===== config.mk =====
export PLATFORM = sky130hd
export DESIGN_NAME = coax_rx_ctrl_flat
export DESIGN_NICKNAME = d
export VERILOG_FILES = /design/src/rtl/coax_rx_ctrl_if.sv /design/src/rtl/coax_rx_ctrl.sv /design/src/flat_wrapper.sv
export SDC_FILE = /design/constraint.sdc
export NUM_CORES = 1
export LEC_CHECK = 0
export CAP_MARGIN = 10
export CORE_MARGIN = 3
export CORE_UTILIZATION = 35
export DETAILED_ROUTE_END_ITERATION = 16
export GPL_TIMING_DRIVEN = 0
export PLACE_DENSITY = 0.5
export SKIP_CTS_REPAIR_TIMING = 1
export SLEW_MARGIN = 15
export SYNTH_ARGS = -nofsm -noshare
export SYNTH_HDL_FRONTEND = slang
export SYNTH_SLANG_ARGS = --single-unit

===== constraint.sdc =====
create_clock -name clk -period 9.5 [get_ports clk]
set_input_delay 1.9 -clock clk [delete_from_list [all_inputs] [get_ports clk]]
set_output_delay 1.9 -clock clk [all_outputs]
set_load 0.1 [all_outputs]

===== src/rtl/coax_rx_ctrl_if.sv =====
// Signal bundle between coax_rx_ctrl, the coax receiver and the host.
// slave is the controller's view; master is the receiver/host side.
interface coax_rx_ctrl_if #(
   parameter int DEPTH = 16
);
   localparam int CW = $clog2(DEPTH) + 1;

   // Host read handshake: rd_data is the head word whenever empty=0; a word
   // is consumed on a clock where rd_en=1 and empty=0 (rd_en with empty=1 is a no-op).
   logic          enable;
   logic          rx_active;
   logic          rx_error;
   logic          rx_strobe;
   logic [9:0]    rx_data;
   logic          rx_reset;
   logic          rd_en;
   logic [9:0]    rd_data;
   logic          empty;
   logic [CW-1:0] count;
   logic          frame_done;
   logic          error;
   logic [3:0]    error_code;
   logic          error_ack;
   logic [2:0]    state_dbg;

   modport master (
      output enable, rx_active, rx_error, rx_strobe, rx_data, rd_en, error_ack,
      input  rx_reset, rd_data, empty, count, frame_done, error, error_code, state_dbg
   );

   modport slave (
      input  enable, rx_active, rx_error, rx_strobe, rx_data, rd_en, error_ack,
      output rx_reset, rd_data, empty, count, frame_done, error, error_code, state_dbg
   );
endinterface


===== src/rtl/coax_rx_ctrl.sv =====
// Frame-level coax receive controller: receiver reset/enable sequencing, FWFT word FIFO,
// sticky error handling. Define COAX_RX_CTRL_TIMEOUT_EN to build the receive timeout counter.
module coax_rx_ctrl #(
   parameter int DEPTH           = 16,
   parameter int TIMEOUT_CLOCKS  = 256,
   parameter int RX_RESET_CLOCKS = 4
) (
   input  logic          clk,
   input  logic          reset_n,
   coax_rx_ctrl_if.slave bus
);
   localparam int AW = $clog2(DEPTH);
   localparam int CW = AW + 1;
   localparam int RW = $clog2(RX_RESET_CLOCKS) + 1;

   typedef enum logic [2:0] {
      S_DISABLED = 3'd0,
      S_RECOVER  = 3'd1,
      S_IDLE     = 3'd2,
      S_RECEIVE  = 3'd3,
      S_DONE     = 3'd4,
      S_ERROR    = 3'd5
   } state_t;

   state_t        state, state_nx;
   logic [9:0]    mem [DEPTH];
   logic [AW-1:0] rd_ptr, wr_ptr;
   logic [CW-1:0] count, count_nx;
   logic [RW-1:0] rcv_cnt;
   logic          active_q, rx_reset_q, frame_done_q, error_q;
   logic [3:0]    code_q, code_nx;
   logic          rise, fall, full, push, pop, flush;
   logic          timeout;

`ifdef COAX_RX_CTRL_TIMEOUT_EN
   localparam int TW = $clog2(TIMEOUT_CLOCKS) + 1;
   logic [TW-1:0] to_cnt;

   always_ff @(posedge clk or negedge reset_n) begin
      if (!reset_n) to_cnt <= '0;
      else if (state != S_RECEIVE || bus.rx_strobe) to_cnt <= '0;
      else if (to_cnt != TW'(TIMEOUT_CLOCKS)) to_cnt <= to_cnt + 1'b1;
   end

   assign timeout = (state == S_RECEIVE) && (to_cnt == TW'(TIMEOUT_CLOCKS));
`else
   // No counter in this build; the expression is constant false for any legal TIMEOUT_CLOCKS.
   assign timeout = (TIMEOUT_CLOCKS < 0);
`endif

   always_comb begin
      rise     = bus.rx_active & ~active_q;
      fall     = ~bus.rx_active & active_q;
      full     = (count == CW'(DEPTH));
      pop      = bus.rd_en && (count != '0) && (state != S_ERROR);
      push     = 1'b0;
      flush    = 1'b0;
      state_nx = state;
      code_nx  = code_q;
      case (state)
         S_DISABLED: if (bus.enable) state_nx = S_RECOVER;
         S_RECOVER:  if (rcv_cnt == RW'(RX_RESET_CLOCKS - 1)) state_nx = S_IDLE;
         S_IDLE:     if (rise) state_nx = S_RECEIVE;
         S_RECEIVE: begin
            if (bus.rx_error) begin
               state_nx = S_ERROR;
               code_nx  = 4'd1;
            end else if (timeout) begin
               state_nx = S_ERROR;
               code_nx  = 4'd3;
            end else if (bus.rx_strobe && full && !pop) begin
               state_nx = S_ERROR;
               code_nx  = 4'd2;
            end else begin
               push = bus.rx_strobe;
               // A word strobed together with the falling edge still belongs to the frame.
               if (fall)
                  state_nx = ((count + CW'(push) - CW'(pop)) != '0) ? S_DONE : S_IDLE;
            end
         end
         S_DONE: begin
            if (rise) begin
               state_nx = S_ERROR;
               code_nx  = 4'd2;
            end else if (pop && count == CW'(1)) begin
               state_nx = S_IDLE;
            end
         end
         S_ERROR: begin
            if (bus.error_ack) begin
               state_nx = S_RECOVER;
               code_nx  = 4'd0;
            end
         end
         default: state_nx = S_DISABLED;
      endcase
      if (!bus.enable) begin
         state_nx = S_DISABLED;
         code_nx  = 4'd0;
      end
      if (state == S_DISABLED ||
          (state_nx != state &&
           (state_nx == S_RECOVER || state_nx == S_ERROR || state_nx == S_DISABLED)))
         flush = 1'b1;
      if (flush) begin
         push = 1'b0;
         pop  = 1'b0;
      end
      count_nx = flush ? '0 : count + CW'(push) - CW'(pop);
   end

   always_ff @(posedge clk or negedge reset_n) begin
      if (!reset_n) begin
         state        <= S_DISABLED;
         rcv_cnt      <= '0;
         active_q     <= 1'b0;
         rx_reset_q   <= 1'b1;
         frame_done_q <= 1'b0;
         error_q      <= 1'b0;
         code_q       <= 4'd0;
         count        <= '0;
         rd_ptr       <= '0;
         wr_ptr       <= '0;
      end else begin
         state        <= state_nx;
         rcv_cnt      <= (state == S_RECOVER) ? rcv_cnt + 1'b1 : '0;
         active_q     <= bus.rx_active;
         rx_reset_q   <= (state_nx == S_DISABLED) || (state_nx == S_RECOVER);
         frame_done_q <= (state_nx == S_DONE);
         error_q      <= (state_nx == S_ERROR);
         code_q       <= code_nx;
         count        <= count_nx;
         if (flush) begin
            rd_ptr <= '0;
            wr_ptr <= '0;
         end else begin
            if (push) wr_ptr <= wr_ptr + 1'b1;
            if (pop)  rd_ptr <= rd_ptr + 1'b1;
         end
      end
   end

   always_ff @(posedge clk) begin
      if (push) mem[wr_ptr] <= bus.rx_data;
   end

   assign bus.rx_reset   = rx_reset_q;
   assign bus.rd_data    = (count == '0) ? 10'd0 : mem[rd_ptr];
   assign bus.empty      = (count == '0);
   assign bus.count      = count;
   assign bus.frame_done = frame_done_q;
   assign bus.error      = error_q;
   assign bus.error_code = code_q;
   assign bus.state_dbg  = state;
endmodule


===== src/flat_wrapper.sv =====
// flat-port wrapper written by rule: the top's interface ports become plain ports
module coax_rx_ctrl_flat 
#(
   parameter int DEPTH           = 16,
   parameter int TIMEOUT_CLOCKS  = 256,
   parameter int RX_RESET_CLOCKS = 4
)
  (clk, reset_n, bus_enable, bus_rx_active, bus_rx_error, bus_rx_strobe, bus_rx_data, bus_rd_en, bus_error_ack, bus_rx_reset, bus_rd_data, bus_empty, bus_count, bus_frame_done, bus_error, bus_error_code, bus_state_dbg);
  coax_rx_ctrl_if #(.DEPTH(DEPTH)) bus_i ();
  input  logic clk;
  input  logic reset_n;
  input wire logic [$bits(bus_i.enable)-1:0] bus_enable;
  input wire logic [$bits(bus_i.rx_active)-1:0] bus_rx_active;
  input wire logic [$bits(bus_i.rx_error)-1:0] bus_rx_error;
  input wire logic [$bits(bus_i.rx_strobe)-1:0] bus_rx_strobe;
  input wire logic [$bits(bus_i.rx_data)-1:0] bus_rx_data;
  input wire logic [$bits(bus_i.rd_en)-1:0] bus_rd_en;
  input wire logic [$bits(bus_i.error_ack)-1:0] bus_error_ack;
  output wire logic [$bits(bus_i.rx_reset)-1:0] bus_rx_reset;
  output wire logic [$bits(bus_i.rd_data)-1:0] bus_rd_data;
  output wire logic [$bits(bus_i.empty)-1:0] bus_empty;
  output wire logic [$bits(bus_i.count)-1:0] bus_count;
  output wire logic [$bits(bus_i.frame_done)-1:0] bus_frame_done;
  output wire logic [$bits(bus_i.error)-1:0] bus_error;
  output wire logic [$bits(bus_i.error_code)-1:0] bus_error_code;
  output wire logic [$bits(bus_i.state_dbg)-1:0] bus_state_dbg;
  assign bus_i.enable = bus_enable;
  assign bus_i.rx_active = bus_rx_active;
  assign bus_i.rx_error = bus_rx_error;
  assign bus_i.rx_strobe = bus_rx_strobe;
  assign bus_i.rx_data = bus_rx_data;
  assign bus_i.rd_en = bus_rd_en;
  assign bus_i.error_ack = bus_error_ack;
  assign bus_rx_reset = bus_i.rx_reset;
  assign bus_rd_data = bus_i.rd_data;
  assign bus_empty = bus_i.empty;
  assign bus_count = bus_i.count;
  assign bus_frame_done = bus_i.frame_done;
  assign bus_error = bus_i.error;
  assign bus_error_code = bus_i.error_code;
  assign bus_state_dbg = bus_i.state_dbg;
  coax_rx_ctrl #(.DEPTH(DEPTH), .TIMEOUT_CLOCKS(TIMEOUT_CLOCKS), .RX_RESET_CLOCKS(RX_RESET_CLOCKS)) u_core (.clk(clk), .reset_n(reset_n), .bus(bus_i));
endmodule

==> results of run 1 <==
-- logic make-up (layout without fill, tap and decap cells) --
group           Yosys count  after routing
compound gates           58             58
xor+xnor                 13             13
fa+ha+maj                17             17
buf+inv                  42            123
flops                   185            185
mux                      54             54
other cells               1              2
simple gates             82             82
-- final timing paths --
kind                                                from                              endpoint  slack, ns  depth (start not counted)
setup reg to reg           u_core.bus.count[2]$_DFF_PN0_         u_core.bus.count[4]$_DFF_PN0_       4.01                         25
hold reg to reg              u_core.rcv_cnt[0]$_DFF_PN0_           u_core.rcv_cnt[0]$_DFF_PN0_       0.45                          1
hold / removal               u_core.rcv_cnt[0]$_DFF_PN0_           u_core.rcv_cnt[0]$_DFF_PN0_       0.45                          1
max in group asynchronous                        reset_n          u_core.rd_ptr[3]$_DFFE_PN0P_       7.64                          1
setup / recovery                               bus_rd_en         u_core.bus.count[4]$_DFF_PN0_       3.29                         23
min in group asynchronous                        reset_n  u_core.bus.error_code[0]$_DFFE_PN0P_       1.47                          1
-- synth_stat cells (3+ instances only) --
cell type and n:
edfxtp_1 160, mux4_2 50, a21oi_1 36, dfrtp_1 24, ha_1 15, nor2b_1 15
clkbuf_1 14, inv_1 13, nand2_1 13, nand3_1 12, nor2_1 11, xor2_1 8
buf_2 7, buf_4 6, nand4_1 6, nor3_1 6, xnor2_1 5, mux2i_1 4
a21boi_1 3, and2_1 3, nand2b_1 3
-- cell type report --
cell class,instances,area (sq um)
Tap cell,280,350.3
Clock inverter,14,192.7
Multi-Input combinational cell,226,2396
Timing Repair Buffer,49,495.5
Inverter,13,48.80
Sequential cell,185,5431
Clock buffer,18,429.2
Fill cell,1951,12610
Buffer,29,140.1
-- routing by layer --
metal  vias up  wire [um]  global-route usage
met3        16        713             0.03512
met1      2231       8288              0.2122
met5         -          0                   0
met2       111       8855              0.2510
met4         0        262             0.04293
li1       1919          -                   -
-- report_power, final --
group	internal [W]	switching, W
Combinational	0.0000205	0.0000549
Clock	0.000443	0.000305
Sequential	0.000886	0.00000205
-- state kept, by name, indices dropped and copies added (netlist names), 2 cells and up --
signal                 count
u_core.mem               160
u_core.bus.count           5
u_core.rd_ptr              4
u_core.wr_ptr              4
u_core.bus.state_dbg       3
u_core.rcv_cnt             3
u_core.bus.error_code      2
-- metrics by stage --
stage          total power [W]  area, sq um  utilization  setup slack (ns)  hold WS (ns)
2_1_floorplan        0.0009458         7956            -             3.898        0.4099
3_3_place_gp         0.0009763         8717       0.3946             2.867        0.4202
3_5_place_dp         0.0009819         8862       0.4011             2.794        0.4484
4_1_cts               0.001729         9484       0.4293             3.226        0.4573
5_1_grt               0.001768         9484       0.4293             2.825        0.4684
6_report              0.001712         9484       0.4293             3.288        0.4519
-- worst max-delay path, cell delays in order --
cell             delay [ns]
clkdlybuf4s50_1        0.47
nand2_1                0.14
nor2_1                 0.11
nand2_1                0.19
nand2_1                0.07
ha_1                   0.21
fa_1                   0.41
a21oi_1                0.17
o21bai_1               0.09
xor2_1                 0.20
and4bb_2               0.27
o21ai_2                0.35
buf_4                  0.28
a21oi_1                0.09
ha_1                   0.30
inv_1                  0.04
ha_1                   0.22
fa_1                   0.40
a21oi_1                0.16
nor2_1                 0.05
nor2_1                 0.11
xor2_1                 0.19
a21oi_1                0.06
==> out/metrics.yaml, run 1 <==
via_per_inst: 5.254
drt_first_pass_iters: 4
critical_path_required_ns: 9.78
syn_inst: 452
hold_class: "register to register"
crit_type: "input port to register"
synth-async-reset-ratio: 0.1351
synthMuxAreaShare: 0.1466
routed_wl_um: 18120
io_buffer_count: 41
cts_max_level: 4
coreArea_sq_mm: 0.02209
ys_ff_latch: 185
vias: 4277
netlist_top_cells_area: "edfxtp_1 (60%), mux4_2 (14%), dfrtp_1 (7.6%), ha_1 (2.4%), a21oi_1 (2.3%)"
dieArea_sq_mm: 0.02457
cts_buffers: 17
antenna_left: 0
synth.distinct_cells: 51
tightestPinTransition_ns: 0.9810
synth_xor_xnor_area_share: 0.01432
syn_area_sq_mm: 0.007953
post_route_cells_drive_above_1_share: 0.2322
yosysWarnings: 0
wl_per_cell_um: 22.26
grt.overflow.total: 0
hpwl_um: 12260
power.density_mw_per_mm2: 180.5
leakage_nw: 3.060
dp_cells: 782
crit_fanout: 10
synth_compound_area_frac: 0.04515
gr-usage-all-layers: 0.1551
fin_tns_setup_ns: 0
final_nets: 556
clkSinkCount: 185
root_buffer: "clkbuf_16"
ir_worst_vdd_mv: 0.1079
cap_violations: 0
area_growth_pct: 19.26
place_congestion: 0.7674
final_common_cell: "edfxtp_1"
rsz0062_at_grt: "false"
slew_headroom: 0.3439
synth_top_family_by_area: "multiplexers"
synth_top_area_frac: 0.6042
dieHeight_um: 156.7
antennaDiodeCount: 0
clock_latency_ns: 0.42
finalCritPeriodShare: 0.6539
yosysTopAreaCell: "edfxtp_1"
grt_pass1_vias: 4480
drv_slew: 0
ys_seq_area_frac: 0.6830
status: "finished clean"
grt_pass1_wl_um: 27620
drcViolationCount: 0
fin_cells: 814
critPathArrivalTime_ns: 6.49
yosys.area_share.simple: 0.05806
synthFlopType: "edfxtp_1"
finalCriticalPeriod_ns: 6.212
start_util: 0.3600
first_iter_violations: 322
die_width_um: 156.7
clock_skew_ns: 0.007419
syn_area_per_cell_sq_um: 17.59
cp-end-kind: "register"
worst_setup_path_start_kind: "input port"
grt_max_degree: 26
antenna_found_initial: 0
layout_common_cells: "edfxtp_1 (160), mux4_2 (50), clkdlybuf4s50_1 (40)"
fmax_mhz: 161.0
ios: 44
cts_tree: "done"
rows: 54
hold_violations: 0
synth-adder-area-share: 0.02863
setup_violations: 0
path_clk_slew_ns: 0.07
ctsLongestPathBuffers: 2
synth_edf_count: 160
Power figures use the tool's default switching activity.
==> run 2, diff against run 1 <==
==> constraint.sdc (replaced) <==
create_clock -name clk -period 6.5 [get_ports clk]
set_input_delay 1.3 -clock clk [delete_from_list [all_inputs] [get_ports clk]]
set_output_delay 1.3 -clock clk [all_outputs]
set_load 0.1 [all_outputs]
==> results of run 2 <==
Same layout as run 1 (identical final DEF). Status: finished clean.
Among the figures that moved: setup slack after placement 2.794 ns -> 0.3935 ns; setup slack after layout 3.288 ns -> 0.8884 ns; register-to-register setup slack 4.01 ns -> 1.01 ns; total power 0.001712 W -> 0.002503 W; worst IR drop on VDD 0.1079 mV -> 0.1577 mV
